===== src/rtl/c_join_sync.sv =====
// N-input generalised C-element feeding a 4-phase join controller, with
// sticky protocol/timeout flags and a completed-handshake counter.
module c_join_sync #(
  parameter int N_IN           = 2,
  parameter int TIMEOUT_CYCLES = 0,
  parameter int CNT_W          = 16
) (
  input  logic              clk,
  input  logic              rst,
  input  logic [N_IN-1:0]   req_in,
  input  logic [N_IN-1:0]   en,
  output logic [N_IN-1:0]   ack_in,
  output logic              req_out,
  input  logic              ack_out,
  output logic              q,
  input  logic              clear_err,
  output logic              proto_err,
  output logic              timeout_err,
  output logic [CNT_W-1:0]  hs_count
);

  localparam int TW = (TIMEOUT_CYCLES > 0) ? $clog2(TIMEOUT_CYCLES + 1) : 1;
  localparam logic [TW-1:0] T_MAX = TW'(TIMEOUT_CYCLES);

  typedef enum logic [1:0] {IDLE, REQ, ACK, RTZ} state_t;

  state_t           state_q, state_d;
  logic             q_q, q_d;
  logic             req_out_q, req_out_d;
  logic [N_IN-1:0]  ack_in_q, ack_in_d;
  logic             proto_q, proto_d;
  logic             timeout_q, timeout_d;
  logic [CNT_W-1:0] hs_count_q, hs_count_d;
  logic [TW-1:0]    timer_q, timer_d;
  logic [N_IN-1:0]  en_lat_q, en_lat_d;
  logic [N_IN-1:0]  req_prev_q, req_prev_d;
  logic             ack_prev_q, ack_prev_d;

  logic [N_IN-1:0]  mask;
  logic             proto_set;
  logic             timeout_set;

  always_comb begin
    // C-element: a fully disabled mask can neither set nor clear q
    mask = (state_q == IDLE) ? en : en_lat_q;
    q_d  = q_q;
    if (mask != '0) begin
      if ((req_in & mask) == mask)    q_d = 1'b1;
      else if ((req_in & mask) == '0) q_d = 1'b0;
    end

    state_d    = state_q;
    en_lat_d   = en_lat_q;
    hs_count_d = hs_count_q;
    case (state_q)
      IDLE: if (q_q) begin
              state_d  = REQ;
              en_lat_d = en;
            end
      REQ:  if (ack_out) state_d = ACK;
      ACK:  if (!q_q)    state_d = RTZ;
      RTZ:  if (!ack_out) begin
              state_d    = IDLE;
              hs_count_d = hs_count_q + 1'b1;
            end
      default: state_d = IDLE;
    endcase

    req_out_d = (state_d == REQ) || (state_d == ACK);
    ack_in_d  = ((state_d == ACK) || (state_d == RTZ)) ? en_lat_d : '0;

    req_prev_d = req_in;
    ack_prev_d = ack_out;
    proto_set  = ((state_q == IDLE) && ack_out) ||
                 ((state_q == REQ)  && ((en_lat_q & req_prev_q & ~req_in) != '0)) ||
                 ((state_q == RTZ)  && ack_out && !ack_prev_q);
    proto_d    = proto_set | (proto_q & ~clear_err);

    // Flag fires only on the step onto T_MAX so clear_err sticks while saturated
    timer_d     = timer_q;
    timeout_set = 1'b0;
    if (state_d != state_q) begin
      timer_d = '0;
    end else if ((TIMEOUT_CYCLES > 0) && (state_q != IDLE) && (timer_q != T_MAX)) begin
      timer_d     = timer_q + 1'b1;
      timeout_set = (timer_d == T_MAX);
    end
    timeout_d = timeout_set | (timeout_q & ~clear_err);
  end

  always_ff @(posedge clk) begin
    if (rst) begin
      state_q    <= IDLE;
      q_q        <= 1'b0;
      req_out_q  <= 1'b0;
      ack_in_q   <= '0;
      proto_q    <= 1'b0;
      timeout_q  <= 1'b0;
      hs_count_q <= '0;
      timer_q    <= '0;
      en_lat_q   <= '1;
      req_prev_q <= '0;
      ack_prev_q <= 1'b0;
    end else begin
      state_q    <= state_d;
      q_q        <= q_d;
      req_out_q  <= req_out_d;
      ack_in_q   <= ack_in_d;
      proto_q    <= proto_d;
      timeout_q  <= timeout_d;
      hs_count_q <= hs_count_d;
      timer_q    <= timer_d;
      en_lat_q   <= en_lat_d;
      req_prev_q <= req_prev_d;
      ack_prev_q <= ack_prev_d;
    end
  end

  assign q           = q_q;
  assign req_out     = req_out_q;
  assign ack_in      = ack_in_q;
  assign proto_err   = proto_q;
  assign timeout_err = timeout_q;
  assign hs_count    = hs_count_q;

endmodule


===== config.mk =====
export PLATFORM = sky130hd
export DESIGN_NAME = c_join_sync
export DESIGN_NICKNAME = d
export VERILOG_FILES = /design/src/rtl/c_join_sync.sv
export SDC_FILE = /design/constraint.sdc
export NUM_CORES = 1
export LEC_CHECK = 0
export CAP_MARGIN = 5
export CORE_ASPECT_RATIO = 1.25
export CORE_MARGIN = 4
export CORE_UTILIZATION = 55
export CTS_BUF_LIST = sky130_fd_sc_hd__clkbuf_4
export DETAILED_ROUTE_END_ITERATION = 10
export PLACE_DENSITY = 0.88
export SETUP_SLACK_MARGIN = 0.1
export SLEW_MARGIN = 20
export SYNTH_ARGS = -nofsm -noshare
export SYNTH_HDL_FRONTEND = slang
export SYNTH_SLANG_ARGS = --single-unit

===== constraint.sdc =====
create_clock -name clk -period 4.8 [get_ports clk]
set_clock_uncertainty 0.1 [all_clocks]
set_input_delay 0.72 -clock clk [delete_from_list [all_inputs] [get_ports clk]]
set_output_delay 0.72 -clock clk [all_outputs]
set_load 0.02 [all_outputs]

# Word-level counts from Yosys, hierarchy flattened

Cells that the tools add are included.

Eq/ne operators: 7
Reduce and logical (&&, ||, !) cells: 17
Multiplexer cells: 10
Bitwise gates (word level): 10
$add $sub $neg: 1

Operators by type and width:

| operator              | count |
|---|---|
| $add 16x1->16 const B | 1 |
| $mux 2                | 7 |
| $eq 2x2->1 const B    | 4 |
| $pmux 2 s4            | 1 |
| $and 2x2->2           | 3 |
| $reduce_bool 2->1     | 3 |
| $eq 2x1->1 const B    | 2 |
| $logic_and 1x1->1     | 4 |
| $logic_not 2->1       | 2 |
| $logic_or 1x1->1      | 4 |
| $reduce_and 2->1      | 2 |
| $not 1->1             | 3 |
| $and 1x1->1           | 2 |
| $eq 2x2->1            | 1 |
| $mux 1                | 2 |
| $not 2->2             | 1 |
| $reduce_or 2->1       | 1 |
| $logic_not 1->1       | 1 |
| $or 1x1->1            | 1 |

Bits in registers: 29
Input port bits: 8
Logic and storage cells: 55
Output and inout bits: 22

# Longest topological paths before layout

Depth in word-level cells: 7
Mapped depth: 6
Depth with buffers taken out: 5

# Least setup slack after synthesis

Ideal clock, no wire load.

Kind: input -> register
Start: input ack_out
End: register hs_count_q[15] (netlist: hs_count[15])
Buffers on the path: 0
Cell stages on the path: 4
Path slack: 2687 ps
Arrival: 1943 ps
Path through: nand3b_1 -> or2_2 -> or4_1 -> a21oi_1

Longest elaborated chain between the ends: 2

RTL lines:

| what                       | RTL line | source |
|---|---|---|
| start, declared            | 14       | `input logic ack_out,` |
| $not 1->1 (no line)        | -        |  |
| $reduce_and 2->1 (no line) | -        |  |
| end signal, assigned       | 111      | `hs_count_q <= hs_count_d;` |
| end, declared              | 33       | `logic [CNT_W-1:0] hs_count_q, hs_count_d;` |

Every way passes these cells.
A chain may end at the register's enable or synchronous reset.

# Worst setup path in the final report

Ends and elaborated chain as after synthesis.

==> impl_metrics.env <==
export IMPL_arrival_ns=2.66
export IMPL_yosysSeqAreaShare_pct=45.3
export IMPL_power_density_nw_per_um2=353
export IMPL_dpl_cell_area_um2=1580
export IMPL_critical_path_endpoint_type="register"
export IMPL_synthArstFlopShare_pct=0
export IMPL_ir_worst_vdd_mv=0.352
export IMPL_finalHoldViolCount=0
export IMPL_fin_setup_tns_ns=0
export IMPL_antenna_left=0
export IMPL_cp_required_ns=4.95
export IMPL_n_fill_cell=170
export IMPL_routed_via_count=1128
export IMPL_antenna_found_initial=0
export IMPL_tightest_slew_ns=0.911
export IMPL_criticalPathCategory="in -> reg"
export IMPL_clkLatencyLatePin_ns=0.34
export IMPL_reg2regPathDepth=4
export IMPL_critPathBufInv=1
export IMPL_worstHoldEndpoint="timeout_err"
export IMPL_ys_ff_latch=29
export IMPL_synth_edf_count=0
export IMPL_drt_pass1_iter_count=4
export IMPL_rsz0062_at_grt="no"
export IMPL_clk_pin_slew_worst_paths_ns=0.10
export IMPL_p_leak_nw=0.597
export IMPL_first_global_vias=1066
export IMPL_cp_top_family="simple AND/OR/NAND/NOR gates"
export IMPL_area_growth_pct=27.7
export IMPL_cpPeakStageDelay_ns=0.51
export IMPL_portBuffers=29
export IMPL_core_rowCount=19
export IMPL_hold_path_class="reg -> reg"
export IMPL_post_cts_buffers=0
export IMPL_gp_congestion=0.817
export IMPL_cts_hold_buf=0
export IMPL_relSlewSlack_pct=39.1
export IMPL_rrSetupSlack_ns=2.67
export IMPL_final_util_pct=74.1
export IMPL_period_needed_ns=2.51
export IMPL_synth_area_mux_share_pct=3.90
export IMPL_avgViaCountPerCell=5.53
export IMPL_synth_xor_xnor_area_share_pct=7.51
export IMPL_drive_gt1_share_pct=9.83
export IMPL_synth_compound_area_share_pct=10.4
export IMPL_drc=0
export IMPL_worst_path_max_fanout=7
export IMPL_synth_top_family_by_area="simple AND/OR/NAND/NOR gates"
export IMPL_cts_root_buf="clkbuf_4"
export IMPL_yosys_warnings=0
export IMPL_clock_sinks=29
export IMPL_finish_instance_area_um2=1640
export IMPL_setup_viol=0
export IMPL_syn_instance_count=143
export IMPL_crit_chain="clkdlybuf4s50_1 > nand3b_1 > or2_2 > or4_1 > a21oi_1"
export IMPL_r2r_end="hs_count[15]"
export IMPL_cts_buffers_inserted=5
export IMPL_synth_fa_ha_area_share_pct=0.976
export IMPL_start_util_pct=58.0
export IMPL_outcome="finished clean"
export IMPL_dieArea_um2=3170
export IMPL_wirelength_um=2780
export IMPL_insertedDiodeCount=0
export IMPL_die_h_um=62.0
export IMPL_tritoncts="built"
export IMPL_r2r_start="state_q[0]"
export IMPL_maxCapViolCount=0
export IMPL_grt_pass1_wl_um=4710
export IMPL_crit_path_top_delay_cell="clkdlybuf4s50_1"
export IMPL_die_x_um=51.2
export IMPL_syn_avg_cell_area_um2=8.97
export IMPL_start_kind="primary input"
export IMPL_ys_types=40
export IMPL_drtIter0Drc=23
export IMPL_fmax_mhz=398
export IMPL_clk_path_buf_depth=2
export IMPL_coreArea_um2=2210
export IMPL_overflow=0
export IMPL_routedWlPerCell_um=13.6
export IMPL_fin_crit_sh_pct=52.3
export IMPL_post_cts_resized=0
export IMPL_synth_ff_type="dfxtp_1"
export IMPL_syn_area_um2=1280
export IMPL_syn_nets=152
export IMPL_grt_use_total_pct=20.4
export IMPL_place_hpwl_um=2070
export IMPL_synthSimpleGateAreaFrac_pct=28.5
export IMPL_min_from="timeout_err"
export IMPL_io_pins=30
export IMPL_slew_violations=0
export IMPL_final_nets=181
export IMPL_cts_max_level=2
export IMPL_hold_path_depth=1
export IMPL_grt_max_degree=28
[worst max path at each step]
| stage | depth (start not counted) | from | endpoint |
|---|---|---|---|
| after global routing | 5 | ack_out | hs_count[15] |
| after CTS | 5 | ack_out | hs_count[15] |
| after floorplan | 4 | ack_out | hs_count[15] |
| after global placement | 5 | ack_out | hs_count[15] |
| after detailed placement | 5 | ack_out | hs_count[15] |
| final | 5 | ack_out | hs_count[15] |
[synthesized netlist by cell type, types with 2 or more instances]
cell / number / area share, %
buf_2: 2 / 0.78
xor2_1: 5 / 3.4
a31oi_1: 2 / 0.98
or3_2: 2 / 1.2
dfxtp_1: 29 / 45
mux2i_1: 5 / 3.9
nand2_1: 12 / 3.5
a21oi_1: 6 / 2.3
nand2b_1: 4 / 2.0
inv_1: 4 / 1.2
a21o_1: 2 / 1.2
nor4_1: 3 / 1.5
nor2_1: 16 / 4.7
o31ai_1: 2 / 1.2
nand3_1: 5 / 2.0
nor2b_1: 3 / 1.5
clkbuf_1: 5 / 1.5
o21ai_0: 6 / 2.3
nor3_1: 2 / 0.78
xnor2_1: 6 / 4.1
nand4_1: 3 / 1.5
[cell type report]
type | count | area [um^2] | share of cell area [%]
clock buffer | 5 | 37.5 | 2.29
clock inverter | 3 | 17.5 | 1.07
inverter | 4 | 15.0 | 0.917
multi-input combinational | 103 | 658 | 40.2
sequential | 29 | 581 | 35.4
tap | 31 | 38.8 | 2.37
timing repair buffer | 29 | 290 | 17.7
[stage by stage]
step	worst slack, ns	hold slack, ns	power [mW]	instances
2_1_floorplan	2.69	0.387	0.390	143
3_3_place_gp	2.02	0.361	0.434	196
3_5_place_dp	1.95	0.371	0.440	196
4_1_cts	2.29	0.384	0.582	204
5_1_grt	2.15	0.397	0.612	204
6_report	2.29	0.380	0.579	204
[report_power, final]
part / internal [mW] / switching [mW] / total (mW)
combinational: 0.0696 / 0.0723 / 0.142
clock: 0.0550 / 0.0892 / 0.144
sequential: 0.264 / 0.0284 / 0.293
total: 0.389 / 0.190 / 0.579
[per-layer routing]
metal	global-route usage [%]	up-vias	routed length [um]
met3	6.44	7	163
met1	21.8	529	1090
met2	35.5	30	1450
met5	0	-	0
met4	11.9	0	79
li1	-	562	-
[kinds of logic (layout without fill, tap and decap cells)]
logic type	after synthesis	in the layout
XOR/XNOR	11	11
multiplexers	5	5
AO/OA/AOI/OAI	22	22
flip-flops	29	29
buffers and inverters	11	41
adder cells (fa/ha/maj)	1	1
AND/OR/NAND/NOR	64	64
[sequential cells by signal, indices dropped and copies added, names as in the netlist]
register / count
ack_in: 2
ack_prev_q: 1
en_lat_q: 2
hs_count: 16
proto_err: 1
q: 1
req_out: 1
req_prev_q: 2
state_q: 2
timeout_err: 1
[layout by cell type (no fill, tap or decap), drive strengths merged, types with 2 or more instances in the layout]
cell           count
o31ai              2
clkbuf             5
mux2i              5
a21oi              6
a21o               2
and3               2
or3                3
xnor2              6
nand3              5
xor2               5
nor2b              3
nand2             12
clkdlybuf4s50     29
nor2              16
clkinv             2
nand4              4
nand2b             4
dfxtp             29
nor4               3
nor3               2
or4                2
a31oi              2
inv                4
o21ai              6
[worst reg2reg max path, cell delays in order (launching register included)]
cell and delay (ns):
dfxtp_1 0.56, nand3b_1 0.32, or2_2 0.42, or4_1 0.47, a21oi_1 0.17
No activity file was read; power rests on OpenSTA's default activity.
